===== config.mk =====
export PLATFORM = sky130hd
export DESIGN_NAME = hilo_muldiv_unit
export DESIGN_NICKNAME = d
export VERILOG_FILES = /design/src/rtl/hilo_muldiv_unit.sv
export SDC_FILE = /design/constraint.sdc
export NUM_CORES = 1
export LEC_CHECK = 0
export ABC_CLOCK_PERIOD_IN_PS = 9200
export CORE_AREA = 2 2 170 172
export CTS_BUF_LIST = sky130_fd_sc_hd__clkbuf_8
export DETAILED_ROUTE_END_ITERATION = 10
export DIE_AREA = 0 0 172 174
export PLACE_DENSITY = 0.83
export SLEW_MARGIN = 10
export SYNTH_ARGS = -nofsm -noshare
export SYNTH_HDL_FRONTEND = slang
export SYNTH_SLANG_ARGS = --single-unit
export TNS_END_PERCENT = 20

===== constraint.sdc =====
create_clock -name clk -period 9.2 [get_ports clk]
set_clock_uncertainty 0.1 [all_clocks]
set_input_delay 2.3 -clock clk [delete_from_list [all_inputs] [get_ports clk]]
set_output_delay 2.3 -clock clk [all_outputs]
set_load 0.02 [all_outputs]

===== src/rtl/hilo_muldiv_unit.sv =====
// hilo_muldiv_unit
//   Execute-stage HI/LO unit. Runs iterative shift-add multiply and restoring
//   divide, owns the architectural HI/LO pair, serves mfhi/mflo/dfhi/dflo, and
//   stalls the pipeline on dependent ops while an iteration is in flight.
//
//   Ports:
//     clk, rst_n             clock (rising edge), synchronous active-low reset
//     op_valid, alu_signal   EX-stage instruction valid and 5-bit ALU code
//     is_unsigned            1 = mulu/divu, 0 = signed
//     rs_val, rt_val         operands (rs also sources dfhi/dflo)
//     busy, stall            op in flight; freeze IF/ID/EX this cycle
//     done, div_by_zero      one-cycle completion pulse; divisor-was-zero flag
//     hi, lo, rd_data        architectural HI/LO; mfhi/mflo read data
//
//   Optional feature: MULDIV_EARLY_ZERO_EN -- a mul with a zero operand or a div
//   with a zero divisor skips RUN and completes one cycle after accept.
//
//   state  | meaning
//   IDLE   | waiting; accepts mul/div, serves mf*/df*
//   RUN    | DATA_W iterations, one bit per cycle (cnt counts down to 0)
//   FIX    | sign correction, HI/LO written at end of cycle, done high
module hilo_muldiv_unit #(
    parameter int DATA_W = 32
) (
    input  logic              clk,
    input  logic              rst_n,
    input  logic              op_valid,
    input  logic [4:0]        alu_signal,
    input  logic              is_unsigned,
    input  logic [DATA_W-1:0] rs_val,
    input  logic [DATA_W-1:0] rt_val,
    output logic              busy,
    output logic              stall,
    output logic              done,
    output logic              div_by_zero,
    output logic [DATA_W-1:0] hi,
    output logic [DATA_W-1:0] lo,
    output logic [DATA_W-1:0] rd_data
);

    localparam int CNT_W = (DATA_W > 1) ? $clog2(DATA_W) : 1;
    localparam logic [CNT_W-1:0] CNT_LOAD = CNT_W'(DATA_W - 1);

    localparam logic [4:0] OP_MUL  = 5'b01001;
    localparam logic [4:0] OP_DIV  = 5'b01111;
    localparam logic [4:0] OP_MFHI = 5'b10000;
    localparam logic [4:0] OP_MFLO = 5'b10001;
    localparam logic [4:0] OP_DFHI = 5'b10010;
    localparam logic [4:0] OP_DFLO = 5'b10011;

    typedef enum logic [1:0] {S_IDLE, S_RUN, S_FIX} state_t;
    state_t state, state_nxt;

    logic [DATA_W-1:0] acc, work_lo, opnd_b, rs_raw;
    logic              op_div, neg_q, neg_r, div0;
    logic [CNT_W-1:0]  cnt;

    logic is_mul, is_div, is_mfhi, is_mflo, is_dfhi, is_dflo, is_hilo_op;
    logic accept, skip_run;
    logic rs_neg, rt_neg;
    logic [DATA_W-1:0]   rs_mag, rt_mag;
    logic [DATA_W:0]     trial, sum;
    logic [2*DATA_W-1:0] prod, prod_s;
    logic [DATA_W-1:0]   fix_hi, fix_lo;

    assign is_mul     = (alu_signal == OP_MUL);
    assign is_div     = (alu_signal == OP_DIV);
    assign is_mfhi    = (alu_signal == OP_MFHI);
    assign is_mflo    = (alu_signal == OP_MFLO);
    assign is_dfhi    = (alu_signal == OP_DFHI);
    assign is_dflo    = (alu_signal == OP_DFLO);
    assign is_hilo_op = is_mul | is_div | is_mfhi | is_mflo | is_dfhi | is_dflo;

    assign accept = (state == S_IDLE) & op_valid & (is_mul | is_div);

    assign rs_neg = ~is_unsigned & rs_val[DATA_W-1];
    assign rt_neg = ~is_unsigned & rt_val[DATA_W-1];
    assign rs_mag = rs_neg ? -rs_val : rs_val;
    assign rt_mag = rt_neg ? -rt_val : rt_val;

    // Restoring divide: partial remainder with next dividend bit, minus divisor.
    assign trial = {acc, work_lo[DATA_W-1]} - {1'b0, opnd_b};
    // Shift-add multiply: add multiplicand when the current multiplier bit is set.
    assign sum   = {1'b0, acc} + (work_lo[0] ? {1'b0, opnd_b} : '0);

    assign prod   = {acc, work_lo};
    assign prod_s = neg_q ? -prod : prod;

    always_comb begin
        skip_run = 1'b0;
`ifdef MULDIV_EARLY_ZERO_EN
        skip_run = (is_mul & ((rs_val == '0) | (rt_val == '0))) |
                   (is_div & (rt_val == '0));
`endif
        fix_hi = prod_s[2*DATA_W-1:DATA_W];
        fix_lo = prod_s[DATA_W-1:0];
        if (op_div) begin
            if (div0) begin
                fix_hi = rs_raw;
                fix_lo = '1;
            end else begin
                fix_hi = neg_r ? -acc : acc;
                fix_lo = neg_q ? -work_lo : work_lo;
            end
        end
    end

    always_comb begin
        state_nxt = state;
        case (state)
            S_IDLE:  if (accept) state_nxt = skip_run ? S_FIX : S_RUN;
            S_RUN:   if (cnt == '0) state_nxt = S_FIX;
            S_FIX:   state_nxt = S_IDLE;
            default: state_nxt = S_IDLE;
        endcase
    end

    always_ff @(posedge clk) begin
        if (!rst_n) begin
            state   <= S_IDLE;
            hi      <= '0;
            lo      <= '0;
            acc     <= '0;
            work_lo <= '0;
            opnd_b  <= '0;
            rs_raw  <= '0;
            op_div  <= 1'b0;
            neg_q   <= 1'b0;
            neg_r   <= 1'b0;
            div0    <= 1'b0;
            cnt     <= '0;
        end else begin
            state <= state_nxt;
            case (state)
                S_IDLE: begin
                    if (accept) begin
                        acc    <= '0;
                        op_div <= is_div;
                        neg_q  <= rs_neg ^ rt_neg;
                        neg_r  <= rs_neg;
                        div0   <= is_div & (rt_val == '0);
                        rs_raw <= rs_val;
                        cnt    <= CNT_LOAD;
                        if (is_div) begin
                            work_lo <= rs_mag;
                            opnd_b  <= rt_mag;
                        end else begin
                            // A skipped zero multiply must still yield a zero product.
                            work_lo <= skip_run ? '0 : rt_mag;
                            opnd_b  <= rs_mag;
                        end
                    end else if (op_valid & is_dfhi) begin
                        hi <= rs_val;
                    end else if (op_valid & is_dflo) begin
                        lo <= rs_val;
                    end
                end
                S_RUN: begin
                    cnt <= cnt - 1'b1;
                    if (op_div) begin
                        if (!trial[DATA_W]) begin
                            acc     <= trial[DATA_W-1:0];
                            work_lo <= {work_lo[DATA_W-2:0], 1'b1};
                        end else begin
                            acc     <= {acc[DATA_W-2:0], work_lo[DATA_W-1]};
                            work_lo <= {work_lo[DATA_W-2:0], 1'b0};
                        end
                    end else begin
                        acc     <= sum[DATA_W:1];
                        work_lo <= {sum[0], work_lo[DATA_W-1:1]};
                    end
                end
                S_FIX: begin
                    hi <= fix_hi;
                    lo <= fix_lo;
                end
                default: ;
            endcase
        end
    end

    assign busy        = (state != S_IDLE);
    assign done        = (state == S_FIX);
    assign div_by_zero = done & div0;
    assign stall       = busy & op_valid & is_hilo_op;
    assign rd_data     = is_mfhi ? hi : (is_mflo ? lo : '0);

endmodule


# Word-level counts from Yosys, hierarchy flattened
# Index checks and enable logic that the tools add are counted.
# totals
reg_bits	203
input_bits	73
out_inout_bits	100
word_cells	96
# op_classes
add_sub_neg	8
eq_ne	14
muxes	34
bitwise	17
n_reduce_logical	11
# ops
cell	count
two-way mux 32 bit	23
case mux 32 bit (2 select lines)	4
negation 32 bit	4
two-way mux 64 bit	1
negation 64 bit	1
adder 32 x 32 -> 33 bit	1
subtractor 33 x 32 -> 33 bit	1
zero test 32 bit	1
equality test 5 bit (second input constant)	4
AND 1 bit	10
equality test 5 x 4 -> 1 bit (second input constant)	2
case mux 5 bit (2 select lines)	1
!= test 2 bit (second input constant)	4
AND reduction 2 bit	3
nonzero test 2 bit	3
zero test 5 bit	1
two-way mux 5 bit	1
OR 1 bit	5
subtractor 5 x 1 -> 5 bit (second input constant)	1
two-way mux 2 bit	2
!= test 2 x 1 -> 1 bit (second input constant)	2
case mux 2 bit (2 select lines)	1
AND reduction 4 bit	1
AND reduction 3 bit	1
6 further kinds	6

# Logic depth before layout (Yosys ltp)
# Gate-level depths: netlist (run 1).
# depth
depth_word	7
ltp_mapped	15
mapped_depth_nobuf	14

# Least setup slack after synthesis (run 1)
# No wires, ideal clock.
# synth_path
path_kind	input to output
start	input port alu_signal[3]
end	output port rd_data[10]
arrival_ps	3479
required_time_ps	6800
setup_slack_ps	3321
cell_stages	5
n_path_buf	1
path_cell_list	nor2_1 -> nand2_1 -> nor3b_1 -> clkbuf_1 -> a22o_1
# synth_via
elab_chain_cells	3
word_cells_on_any_way	4
cone_classes	eq/ne (2); mux (2)
# synth_lines
item	line	source
start: declaration	28	input logic [4:0] alu_signal,
equality test 5 bit	69	assign is_mflo = (alu_signal == OP_MFLO);
two-way mux 32 bit	186	assign rd_data = is_mfhi ? hi : (is_mflo ? lo : '0);
two-way mux 32 bit *	186	
end: declaration	38	output logic [DATA_W-1:0] rd_data
# Every way passes the cells marked *; elsewhere a longest branch is shown, timed or not.

# Worst setup path in the final report (run 1)
# layout_path
start	input port alu_signal[2]
end	output port rd_data[17]
# Same word-level chain as after synthesis.

==> results of run 1 <==
[cells by family after synthesis]
| group | synth area share (%) |
|---|---|
| AO/OA/AOI/OAI | 30.68 |
| AND/OR/NAND/NOR | 19.60 |
| buffers and inverters | 5.969 |
| flip-flops | 24.48 |
| XOR/XNOR | 9.866 |
| adder cells (fa/ha/maj) | 5.517 |
| multiplexers | 3.889 |
[stage by stage]
stage                     utilization [%]  instance area (µm²)  cells  setup slack [ps]
after global routing                67.80                19150   2754              2248
final                               67.80                19150   2754              2324
after CTS                           67.80                19150   2754              2383
after global placement              64.98                18350   2687              2480
after floorplan                         -                16600   2291              3321
after detailed placement            64.98                18350   2687              2385
[state kept, by name (all words and copies together) (netlist names)]
| register | flops |
|---|---|
| state | 2 |
| neg_q | 1 |
| opnd_b | 32 |
| acc | 32 |
| div0 | 1 |
| cnt | 5 |
| op_div | 1 |
| rs_raw | 32 |
| lo | 32 |
| work_lo | 32 |
| hi | 32 |
| neg_r | 1 |
[critical path, delay by kind of cell]
kind                   cells  cell delay, ps
AOI/OAI and AO/OA          1             240
buffers and inverters      3            1460
and+or+nand+nor            3             460
[final cells by class]
class,count,area share (%)
clock buffers,48,3.451
clock inverters,19,0.7123
inverters,71,1.405
multi-input cells,1829,60.58
flip-flops and latches,203,21.25
well taps,384,2.509
repair buffers,200,10.09
[metal layers]
| layer | part of all wire (%) | up-vias | global-route usage [%] |
|---|---|---|---|
| met2 | 44 | 1169 | 63.40 |
| met4 | 5.8 | 2 | 21.08 |
| met3 | 12 | 271 | 10.79 |
| met5 | 0.026 | - | 0 |
| met1 | 39 | 8699 | 54.45 |
| li1 | - | 8406 | - |
[synth_stat cells (34+ instances only)]
master and n:
clkbuf_1 167, o21ai_0 145, mux2i_1 60, nor2_1 210
xor2_1 69, a22o_1 34, a211oi_1 87, a21oi_1 255
ha_1 70, nand2_1 291, o211ai_1 35, inv_1 69
dfxtp_1 203, nor3_1 40, xnor2_1 118, o221ai_1 48
[path summary, 6_finish.rpt]
check	startpoint	cells past startpoint	slack [ps]	endpoint
setup / recovery	alu_signal[2]	7	2320	rd_data[17]
hold / removal	rs_raw[0]$_SDFFE_PN0P_	2	350	rs_raw[0]$_SDFFE_PN0P_
setup reg to reg	work_lo[0]$_SDFFE_PN0P_	13	4560	acc[30]$_SDFFE_PN0P_
hold reg to reg	rs_raw[0]$_SDFFE_PN0P_	2	350	rs_raw[0]$_SDFFE_PN0P_
[power breakdown]
| part | internal (mW) | leakage [nW] | switching (mW) |
|---|---|---|---|
| clock | 0.525 | 0.448 | 0.417 |
| sequential | 0.893 | 1.64 | 0.0193 |
| combinational | 0.175 | 5.07 | 0.295 |
| total | 1.59 | 7.16 | 0.732 |
==> results.py, run 1 <==
metrics = {
    "worst_setup_path": {
        "criticalPathCategory": "primary input to output port",
        "cpPeakStageDelay_ps": 610,
        "crit_fanout": 32,
        "crit_chain": "clkdlybuf4s50_1 -> nor2_1 -> nand2_1 -> nor3_2 -> buf_4 -> a22o_1 -> clkdlybuf4s50_1",
        "cp-start-kind": "primary input",
        "cp_data_required_time_ps": 6800,
        "cp_slowest_cell": "clkdlybuf4s50_1",
        "arrival_ps": 4480,
        "crit_path_frequent_cell": "clkdlybuf4s50_1",
        "cp-end-kind": "output port",
    },
    "sta": {
        "relSlewSlack_pct": 22.37,
        "rsz0062_at_grt": "false",
        "finalSetupTns_ps": 0,
        "fin_crit_sh_pct": 74.74,
        "clock.fmax_mhz": 145.4,
        "worst_hold_slack_ps": 351.6,
        "min_period_ps": 6876,
        "slew_viol_final": 0,
        "finalSetupViolations": 0,
        "finalHoldViolCount": 0,
        "tightest_slew_ps": 1163,
    },
    "cts": {
        "cts_tree": "done",
        "clkTransAtPathRegs_ps": 60,
        "clkLatencyLatePin_ps": 570,
        "postCtsSetupRepairBufs": 0,
        "cts-root-buf": "clkbuf_8",
        "cts_max_level": 2,
        "cts.sinks": 203,
        "clockBufferDepth": 3,
        "cts-resized-gates": 0,
        "hold_buffers": 0,
        "numCtsBuffers": 37,
    },
    "layout": {
        "nets": 2487,
        "area_growth_pct": 15.33,
        "seq_area_um2": 4069,
        "drive_gt1_share_pct": 5.190,
        "antenna_cells": 0,
        "final_cell_mix": "nand2_1 (291), a21oi_1 (255), nor2_1 (209)",
        "multi_input_area_um2": 11600,
        "final_common_cell": "nand2_1",
        "fillers": 2494,
    },
    "synth": {
        "syn-num-nets": 2436,
        "synth_seq_cells": 203,
        "synthArstFlopShare_pct": 0,
        "synth_top_area_share_pct": 24.48,
        "seq_area_frac_synth_pct": 24.48,
        "yosysTopAreaCell": "dfxtp_1",
        "synth_edf_count": 0,
        "yosys_warnings": 0,
        "synthDistinctLibCells": 76,
        "synth_cells": 2291,
        "synth_top_flop_cell": "dfxtp_1",
        "synth.area.top_cells": "dfxtp_1 (24%), a21oi_1 (7.7%), nand2_1 (6.6%), xnor2_1 (6.2%), ha_1 (5.3%)",
        "netlist_area_um2": 16600,
        "synth_area_per_cell_um2": 7.246,
    },
    "drt": {
        "num_vias": 18550,
        "dr.pass1.iters": 6,
        "routedWlPerCell_um": 23.36,
        "ant_nets": 0,
        "wl_um": 64340,
        "first_iter_violations": 2554,
        "via_per_inst": 6.735,
        "drc": 0,
    },
    "floorplan": {
        "initial_core_util_pct": 58.79,
        "core_area_um2": 28240,
        "die_x_um": 172,
        "num_rows": 62,
        "die-area_um2": 29930,
        "fp.dieH_um": 174,
        "ioPinCount": 173,
    },
    "status": {
        "status": "finished, final reports clean",
    },
    "global_route": {
        "grt_max_degree": 86,
        "grt_pass1_vias": 16990,
        "grt_use_total_pct": 41.71,
        "grt_overflow_total": 0,
        "grt_first_pass_wirelength_um": 96990,
        "grt_antenna_before_repair": 1,
    },
    "power": {
        "fin_total_pwr_mw": 2.325,
        "power.leakage_nw": 7.157,
        "irDropWorstVdd_v": 0.0001173,
        "power.density_nw_per_um2": 121.4,
    },
    "run": {
        "max_cap_viol_count": 0,
    },
    "worst_hold_path": {
        "hold_path_class": "register to register",
    },
    "placed_design": {
        "gp_congestion": 1.012,
        "io_buffers": 172,
        "hpwlAfterDp_um": 47240,
    },
}
No activity file was read; power rests on OpenSTA's default activity.
==> run 2, diff against run 1 <==
ABC_CLOCK_PERIOD_IN_PS = 6000   (was 9200)
CORE_AREA = 2 2 179 181   (was 2 2 170 172)
DIE_AREA = 0 0 181 183   (was 0 0 172 174)
PLACE_DENSITY = 0.79   (was 0.83)
clock period = 6 ns   (was 9.2 ns; I/O delays follow)
==> results.py, run 2 (synthesized netlist as in run 1, its figures left out) <==
metrics = {
    "cts": {
        "cts-root-buf": "clkbuf_8",
        "hold_buffers": 0,
        "numCtsBuffers": 39,
        "clockBufferDepth": 3,
        "cts_max_level": 2,
        "clkTransAtPathRegs_ps": 50,
        "cts_tree": "done",
        "clkLatencyLatePin_ps": 570,
        "cts.sinks": 203,
        "postCtsSetupRepairBufs": 0,
        "cts-resized-gates": 0,
    },
    "sta": {
        "finalSetupViolations": 0,
        "min_period_ps": 5239,
        "finalHoldViolCount": 0,
        "relSlewSlack_pct": 21.60,
        "worst_slack_ps": 760.9,
        "clock.fmax_mhz": 190.9,
        "finalSetupTns_ps": 0,
        "fin_crit_sh_pct": 87.32,
        "worst_hold_slack_ps": 351.7,
        "tightest_slew_ps": 1172,
        "slew_viol_final": 0,
        "rsz0062_at_grt": "false",
    },
    "power": {
        "power_frac_seq_pct": 38.2,
        "combPwrFrac_pct": 20.0,
        "switching_share_pct": 31.30,
        "irDropWorstVdd_v": 0.0002347,
        "power.density_nw_per_um2": 189.9,
        "p_sw_mw": 1.147,
        "fin_total_pwr_mw": 3.665,
        "p_int_mw": 2.518,
        "power.leakage_nw": 7.233,
        "clock_power_share_pct": 41.7,
    },
    "drt": {
        "ant_nets": 0,
        "via_per_inst": 6.694,
        "num_vias": 18640,
        "first_iter_violations": 2200,
        "wl_um": 66630,
        "drc": 0,
        "dr.pass1.iters": 6,
        "routedWlPerCell_um": 23.93,
    },
    "run": {
        "max_cap_viol_count": 0,
    },
    "global_route": {
        "grt_overflow_total": 0,
        "grt_antenna_before_repair": 0,
        "grt_pass1_vias": 17410,
        "grt_first_pass_wirelength_um": 101700,
        "grt_use_total_pct": 39.16,
        "grt_max_degree": 105,
    },
    "placed_design": {
        "hpwlAfterDp_um": 49340,
        "dpl.cell_count": 2717,
        "gp_congestion": 1.000,
        "placed_cell_area_um2": 18460,
        "io_buffers": 172,
        "place_ws_ps": 799.6,
    },
    "worst_setup_path": {
        "crit_chain": "clkdlybuf4s50_1 -> nor2_1 -> nand2_1 -> nor3b_2 -> buf_4 -> a22o_1 -> clkdlybuf4s50_1",
        "cp_top_family": "buffers and inverters",
        "criticalPathCategory": "primary input to output port",
        "critPathBufInv": 3,
        "cp_slowest_cell": "clkdlybuf4s50_1",
        "cp_data_required_time_ps": 4400,
        "cp-end-kind": "output port",
        "arrival_ps": 3640,
        "crit_path_frequent_cell": "clkdlybuf4s50_1",
        "cp-start-kind": "primary input",
        "cpPeakStageDelay_ps": 630,
        "crit_fanout": 32,
    },
    "layout": {
        "fin_util_pct": 61.79,
        "drive_gt1_share_pct": 5.712,
        "instances_no_fill": 2784,
        "fillers": 2865,
        "final_common_cell": "nand2_1",
        "final_cell_mix": "nand2_1 (291), a21oi_1 (255), nor2_1 (209)",
        "nets": 2501,
        "final_area_um2": 19300,
        "area_growth_pct": 16.23,
    },
    "status": {
        "status": "finished, final reports clean",
    },
    "floorplan": {
        "die_x_um": 181,
        "fp.dieH_um": 183,
        "initial_core_util_pct": 53.16,
        "num_rows": 65,
        "die-area_um2": 33120,
        "ioPinCount": 173,
        "core_area_um2": 31230,
    },
    "worst_hold_path": {
        "hold_path_class": "register to register",
    },
}
## run 2: cell types whose count changed in the layout (fill, tap and decap cells not counted)
cell	change
buf_4	+12
clkbuf_8	+2
clkinvlp_4	-2
inv_1	-2
bufinv_16	+1
diode_2	+1
## run 2: tightest hold or removal path: cells and delay by family (launching register included)
family,cells,cell delay [ps]
AO/OA/AOI/OAI,1,50
AND/OR/NAND/NOR,1,50
flip-flops,1,310
## run 2: power by group through the flow
stage	registers, mW	logic [mW]	clock network [mW]
after floorplan	1.42	0.451	0
after global placement	1.43	0.697	0
after detailed placement	1.43	0.706	0
after CTS	1.40	0.709	1.52
after global routing	1.40	0.779	1.58
final	1.40	0.734	1.53
## run 2: routing by layer
metal / track usage (%) / up-vias / wire (µm)
met4: 19.32 / 0 / 3690
li1: - / 8437 / -
met3: 9.293 / 253 / 7834
met1: 51.19 / 8752 / 26410
met5: 0 / - / 0
met2: 60.72 / 1195 / 28690
## run 2: layout make-up
| type | instances | area [µm²] | share of cell area [%] |
|---|---|---|---|
| Tap cell | 402 | 503.0 | 2.607 |
| Clock inverter | 16 | 143.9 | 0.7457 |
| Clock buffer | 50 | 688.2 | 3.566 |
| Inverter | 71 | 269.0 | 1.394 |
| Timing Repair Buffer | 212 | 2022 | 10.48 |
| Antenna cell | 1 | 2.502 | 0.01297 |
| Multi-Input combinational cell | 1829 | 11600 | 60.11 |
| Sequential cell | 203 | 4069 | 21.09 |
## run 2: path summary, 6_finish.rpt
kind | from | to | slack (ps) | cells after the start
setup / recovery | alu_signal[2] | rd_data[2] | 760 | 7
hold / removal | opnd_b[9]$_SDFFE_PN0P_ | opnd_b[9]$_SDFFE_PN0P_ | 350 | 2
setup reg to reg | acc[0]$_SDFFE_PN0P_ | acc[3]$_SDFFE_PN0P_ | 1150 | 14
hold reg to reg | opnd_b[9]$_SDFFE_PN0P_ | opnd_b[9]$_SDFFE_PN0P_ | 350 | 2
